## config.mk

```make
export PLATFORM = sky130hd
export DESIGN_NAME = pid_cmd_decoder
export DESIGN_NICKNAME = d
export VERILOG_FILES = /design/src/rtl/pid_cmd_decoder.sv
export SDC_FILE = /design/constraint.sdc
export NUM_CORES = 1
export LEC_CHECK = 0
export CAP_MARGIN = 40
export CORE_MARGIN = 5
export CORE_UTILIZATION = 51
export DETAILED_ROUTE_END_ITERATION = 12
export PLACE_DENSITY_LB_ADDON = 0.3
export SETUP_SLACK_MARGIN = 0.2
export SYNTH_ARGS = -nofsm -noshare
export SYNTH_HDL_FRONTEND = slang
export SYNTH_SLANG_ARGS = --single-unit
export TNS_END_PERCENT = 10
```

## constraint.sdc

```tcl
create_clock -name clk_in -period 2.5 [get_ports clk_in]
set_input_delay 0.5 -clock clk_in [delete_from_list [all_inputs] [get_ports clk_in]]
set_output_delay 0.5 -clock clk_in [all_outputs]
set_load 0.01 [all_outputs]
```

## src/rtl/pid_cmd_decoder.sv

```systemverilog
`default_nettype none
// ============================================================================
// Module  : pid_cmd_decoder
// Purpose : Byte-stream W/R command decoder driving the PID register file.
// Rev     : 1.0  initial release
// ============================================================================
module pid_cmd_decoder #(
    parameter int         MAX_ADDR       = 15,
    parameter int         RO_LO          = 14,
    parameter int         TIMEOUT_CYCLES = 100000,
    parameter logic [7:0] ACK_BYTE       = 8'h06,
    parameter logic [7:0] NAK_BYTE       = 8'h15
) (
    input  logic       clk_in,
    input  logic       reset,
    input  logic [7:0] rx_data,
    input  logic       rx_valid,
    input  logic [7:0] r_data_i,
    input  logic       tx_ready,
    output logic       write_enable,
    output logic [7:0] w_addr,
    output logic [7:0] w_data,
    output logic [7:0] r_addr,
    output logic [7:0] tx_data,
    output logic       tx_valid,
    output logic       busy,
    output logic [7:0] err_count
);

    localparam logic [7:0] c_OP_WRITE = 8'h57;
    localparam logic [7:0] c_OP_READ  = 8'h52;
    localparam int         c_TMO_W    = (TIMEOUT_CYCLES > 2) ? $clog2(TIMEOUT_CYCLES) : 1;
    localparam logic [c_TMO_W-1:0] c_TMO_LAST = c_TMO_W'(TIMEOUT_CYCLES - 1);
    localparam logic [7:0] c_MAX_ADDR = 8'(MAX_ADDR);
    localparam logic [7:0] c_RO_LO    = 8'(RO_LO);

    typedef enum logic [2:0] {
        S_IDLE     = 3'd0,
        S_GET_ADDR = 3'd1,
        S_GET_DATA = 3'd2,
        S_WRITE    = 3'd3,
        S_RD_WAIT1 = 3'd4,
        S_RD_WAIT2 = 3'd5,
        S_SEND     = 3'd6
    } state_t;

    state_t             state_q, state_d;
    logic               is_write_q, is_write_d;
    logic [7:0]         w_addr_q, w_addr_d;
    logic [7:0]         w_data_q, w_data_d;
    logic [7:0]         r_addr_q, r_addr_d;
    logic [7:0]         tx_data_q, tx_data_d;
    logic [7:0]         err_q, err_d;
    logic [c_TMO_W-1:0] tmo_q, tmo_d;
    logic               w_err_inc;
    logic               w_addr_bad;

    always_ff @(posedge clk_in or posedge reset) begin
        if (reset) begin
            state_q    <= S_IDLE;
            is_write_q <= 1'b0;
            w_addr_q   <= 8'h00;
            w_data_q   <= 8'h00;
            r_addr_q   <= 8'h00;
            tx_data_q  <= 8'h00;
            err_q      <= 8'h00;
            tmo_q      <= '0;
        end else begin
            state_q    <= state_d;
            is_write_q <= is_write_d;
            w_addr_q   <= w_addr_d;
            w_data_q   <= w_data_d;
            r_addr_q   <= r_addr_d;
            tx_data_q  <= tx_data_d;
            err_q      <= err_d;
            tmo_q      <= tmo_d;
        end
    end

    always_comb begin
        state_d    = state_q;
        is_write_d = is_write_q;
        w_addr_d   = w_addr_q;
        w_data_d   = w_data_q;
        r_addr_d   = r_addr_q;
        tx_data_d  = tx_data_q;
        err_d      = err_q;
        tmo_d      = tmo_q;
        w_err_inc  = 1'b0;
        w_addr_bad = (rx_data > c_MAX_ADDR) || (is_write_q && (rx_data >= c_RO_LO));

        case (state_q)
            S_IDLE: begin
                if (rx_valid) begin
                    if ((rx_data == c_OP_WRITE) || (rx_data == c_OP_READ)) begin
                        is_write_d = (rx_data == c_OP_WRITE);
                        state_d    = S_GET_ADDR;
                    end else begin
                        tx_data_d = NAK_BYTE;
                        w_err_inc = 1'b1;
                        state_d   = S_SEND;
                    end
                end
            end
            S_GET_ADDR: begin
                if (rx_valid) begin
                    if (w_addr_bad) begin
                        tx_data_d = NAK_BYTE;
                        w_err_inc = 1'b1;
                        state_d   = S_SEND;
                    end else if (is_write_q) begin
                        w_addr_d = rx_data;
                        state_d  = S_GET_DATA;
                    end else begin
                        r_addr_d = rx_data;
                        state_d  = S_RD_WAIT1;
                    end
                end else if (tmo_q == c_TMO_LAST) begin
                    w_err_inc = 1'b1;
                    state_d   = S_IDLE;
                end else begin
                    tmo_d = tmo_q + 1'b1;
                end
            end
            S_GET_DATA: begin
                if (rx_valid) begin
                    w_data_d = rx_data;
                    state_d  = S_WRITE;
                end else if (tmo_q == c_TMO_LAST) begin
                    w_err_inc = 1'b1;
                    state_d   = S_IDLE;
                end else begin
                    tmo_d = tmo_q + 1'b1;
                end
            end
            S_WRITE: begin
                tx_data_d = ACK_BYTE;
                state_d   = S_SEND;
            end
            S_RD_WAIT1: begin
                state_d = S_RD_WAIT2;
            end
            S_RD_WAIT2: begin
                // Register file read data is valid one cycle after r_addr settles.
                tx_data_d = r_data_i;
                state_d   = S_SEND;
            end
            S_SEND: begin
                if (tx_ready) begin
                    state_d = S_IDLE;
                end
            end
            default: begin
                state_d = S_IDLE;
            end
        endcase

        if (state_d != state_q) begin
            tmo_d = '0;
        end
        if (w_err_inc && (err_q != 8'hFF)) begin
            err_d = err_q + 8'd1;
        end
    end

    // Strobe decoded from state so an asynchronous reset drops it immediately.
    assign write_enable = (state_q == S_WRITE);
    assign tx_valid     = (state_q == S_SEND);
    assign busy         = (state_q != S_IDLE);
    assign w_addr       = w_addr_q;
    assign w_data       = w_data_q;
    assign r_addr       = r_addr_q;
    assign tx_data      = tx_data_q;
    assign err_count    = err_q;

endmodule
`default_nettype wire
```

==> out/qor.csv <==
stage,metric,value,unit
logic_synthesis,synth_top_area_share,48.8,%
route,drc,0,
route,drtIter0Drc,141,
global_route,grt_overflow,0,
die,core_area,5960,um2
timing,slew_viol_final,0,
clock_network,worstSkewPairLatency,0.33,ns
die,num_io_pins,63,
die,start_util,52.5,%
timing,tns,0,ns
timing,skew,0.00475,ns
clock_network,cts.sinks,61,
finish,fin_nets,405,
route,viasPerCell,5.47,
worst_hold_path,worstHoldPathType,reg2reg,
clock_network,path_clk_slew,0.06,ns
route,post_drt_wl_per_cell,16.2,um
finish,antenna_cells,0,
logic_synthesis,synth_area_leaders,"dfrtp_1, xnor2_1, mux2_2",
logic_synthesis,synthesis.area,3130,um2
worst_setup_path,path_class,reg2reg,
pwr,p_sw_share,35.7,%
run_status,status,"complete, no violations",
route,ant_nets,0,
timing,max_clock_freq,440,MHz
clock_network,h-tree-depth,3,
logic_synthesis,synth_edf_count,0,
logic_synthesis,synth_nets,299,
worst_setup_path,crit_path_end_kind,flop,
pwr,internal_power,2580,uW
timing,rsz0062_at_grt,yes,
timing,max_slew_margin,59.9,%
clock_network,clockBufferDepth,2,
route,firstDrtPassIters,4,
pwr,p_sw,1440,uW
finish,drive_gt1_share,26.6,%
global_route,antenna_found_initial,0,
worst_setup_path,cp.arrival,2.49,ns
clock_network,root_buffer,clkbuf_8,
place,pre_cts_slack,-0.227,ns
logic_synthesis,synth-seq-cells,61,
die,dieHeight,88.3,um
logic_synthesis,yosys.area.top_type,dfrtp_1,
pwr,power_frac_seq,34.0,%
timing,period_minus_slack,2.27,ns
global_route,grt_pass1_wl,12.1,mm
pwr,combPwrFrac,47.6,%
timing,finalCritPeriodShare,90.9,%
place,hpwlAfterDp,5.24,mm
worst_setup_path,cp_max_fo,4,
global_route,grtUsageTotal,20.1,%
place,io_buffers,62,
place,gp_congestion,0.816,
logic_synthesis,synth.avg_cell_area,11.3,um2
worst_setup_path,startpoint_type,flop,
logic_synthesis,yosysWarnings,0,
run,max_cap_violations,0,
timing,setup_ws,0.228,ns
pwr,peakVddDrop,0.835,mV
clock_network,cts_buffers,9,
timing,whs,0.484,ns
pwr,finalPower,4020,uW
clock_network,cts_tree,done,
logic_synthesis,synth_cells,277,
worst_setup_path,cp.required,2.72,ns
logic_synthesis,synth_ff_type,dfrtp_1,
die,dieArea,7800,um2
timing,hold_violations,0,
route,vias,2525,
logic_synthesis,ys_seq_area_share,48.8,%
pwr,p_per_area,920,nW/um2
pwr,leakage,0.00186,uW
route,wirelength,7.47,mm
timing,setup_viol,0,
global_route,grt_pass1_vias,2547,
die,dieWidth,88.3,um
die,placementRows,28,
pwr,p_clk_share,18.3,%
logic_synthesis,async_reset_ff_share,100,%
timing,worstMarginPinSlew,0.596,ns
finish,area_growth,39.7,%
global_route,grt_max_degree,29,
logic_synthesis,yosysUniqueCellTypes,55,
[routing by layer]
| layer | GRT usage, % | up-vias | share of wire, % |
|---|---|---|---|
| li1 | - | 1221 | - |
| met1 | 25.1 | 1233 | 43 |
| met2 | 34.0 | 60 | 51 |
| met3 | 5.77 | 11 | 4.5 |
| met4 | 6.04 | 0 | 1.6 |
| met5 | 0 | - | 0 |
[sequential cells by signal (all words and copies together) (netlist names)]
register,cells
tmo_q,17
tx_data,8
w_data,8
state_q,3
is_write_q,1
r_addr,8
err_count,8
w_addr,8
[worst paths after layout]
kind | cells past startpoint | from | end | slack, ns
worst max-delay path | 5 | tmo_q[8]$_DFFE_PP0P_ | err_count[6]$_DFFE_PP0P_ | 0.23
worst min-delay path | 1 | w_addr[5]$_DFFE_PP0P_ | w_addr[5]$_DFFE_PP0P_ | 0.48
worst max register to register | 5 | tmo_q[8]$_DFFE_PP0P_ | err_count[6]$_DFFE_PP0P_ | 0.23
worst min register to register | 1 | w_addr[5]$_DFFE_PP0P_ | w_addr[5]$_DFFE_PP0P_ | 0.48
max in group asynchronous | 3 | reset | w_addr[4]$_DFFE_PP0P_ | 1.44
min in group asynchronous | 2 | reset | err_count[1]$_DFFE_PP0P_ | 0.50
[cells in the final DEF (no fill, tap or decap), types with 11 or more instances in the layout]
master	count
clkdlybuf4s50_1	58
dfrtp_1	56
buf_4	38
nor3_1	20
xnor2_1	16
inv_1	13
nand3_1	12
mux2_2	12
nand2_1	11
[repair_timing]
action | 4_1_cts | 5_1_grt
setup buffers | 0 | 8
setup endpoints to repair | 11 | 31
pin swaps | 0 | 4
gates resized for setup | 1 | 16
hold buffers | 0 | 0
[final cells by class]
| class | count | area (um2) |
|---|---|---|
| clock inverters | 2 | 10.0 |
| inverters | 15 | 56.3 |
| fillers | 407 | 1590 |
| flip-flops and latches | 61 | 1530 |
| multi-input cells | 191 | 1520 |
| clock buffers | 13 | 149 |
| well taps | 75 | 93.8 |
| repair buffers | 105 | 1010 |
[kinds of logic after synthesis]
family	synth area share [%]
fa+ha+maj	0.800
xor+xnor	6.44
simple gates	22.8
mux	7.52
compound gates	9.72
buf+inv	3.96
flops	48.8
[worst max-delay path, cell delays in order (launching register included)]
cell	delay [ns]
dfrtp_2	0.43
or4b_4	0.56
nor4_4	0.39
a221oi_4	0.14
nor4b_2	0.29
mux2_1	0.34
[Yosys cell counts, drive strengths merged, types with 2 or more instances]
master and n:
o31ai 4, a21oi 7, dfrtp 61, and3 3, buf 7, or4 2, clkbuf 3, and2 6
mux2 18, nand4 4, nand2b 2, a221o 3, xor2 7, nor2 18, or3 3, and4 2
o21ai 7, nand3 12, o41ai 2, a22o 4, nand2 11, nor3 24, ha 2, mux2i 2
nor4b 4, or4b 2, nor3b 2, nor2b 4, nand4b 2, nor4 8, xnor2 16, inv 15
[metrics by stage]
step / utilization [%] / area (um2) / instances
after global placement: 68.4 / 4080 / 439
final: 73.4 / 4370 / 462
after floorplan: - / 3130 / 277
after CTS: 71.1 / 4240 / 454
after detailed placement: 68.4 / 4080 / 439
after global routing: 73.4 / 4370 / 462
[power by group through the flow]
stage          Clock [uW]  Sequential (uW)  Combinational (uW)
2_1_floorplan           0             1430                 946
3_3_place_gp            0             1400                1740
3_5_place_dp            0             1410                1780
4_1_cts               760             1400                1790
5_1_grt               802             1400                2060
6_report              737             1370                1910
No activity file was read; power rests on OpenSTA's default activity.
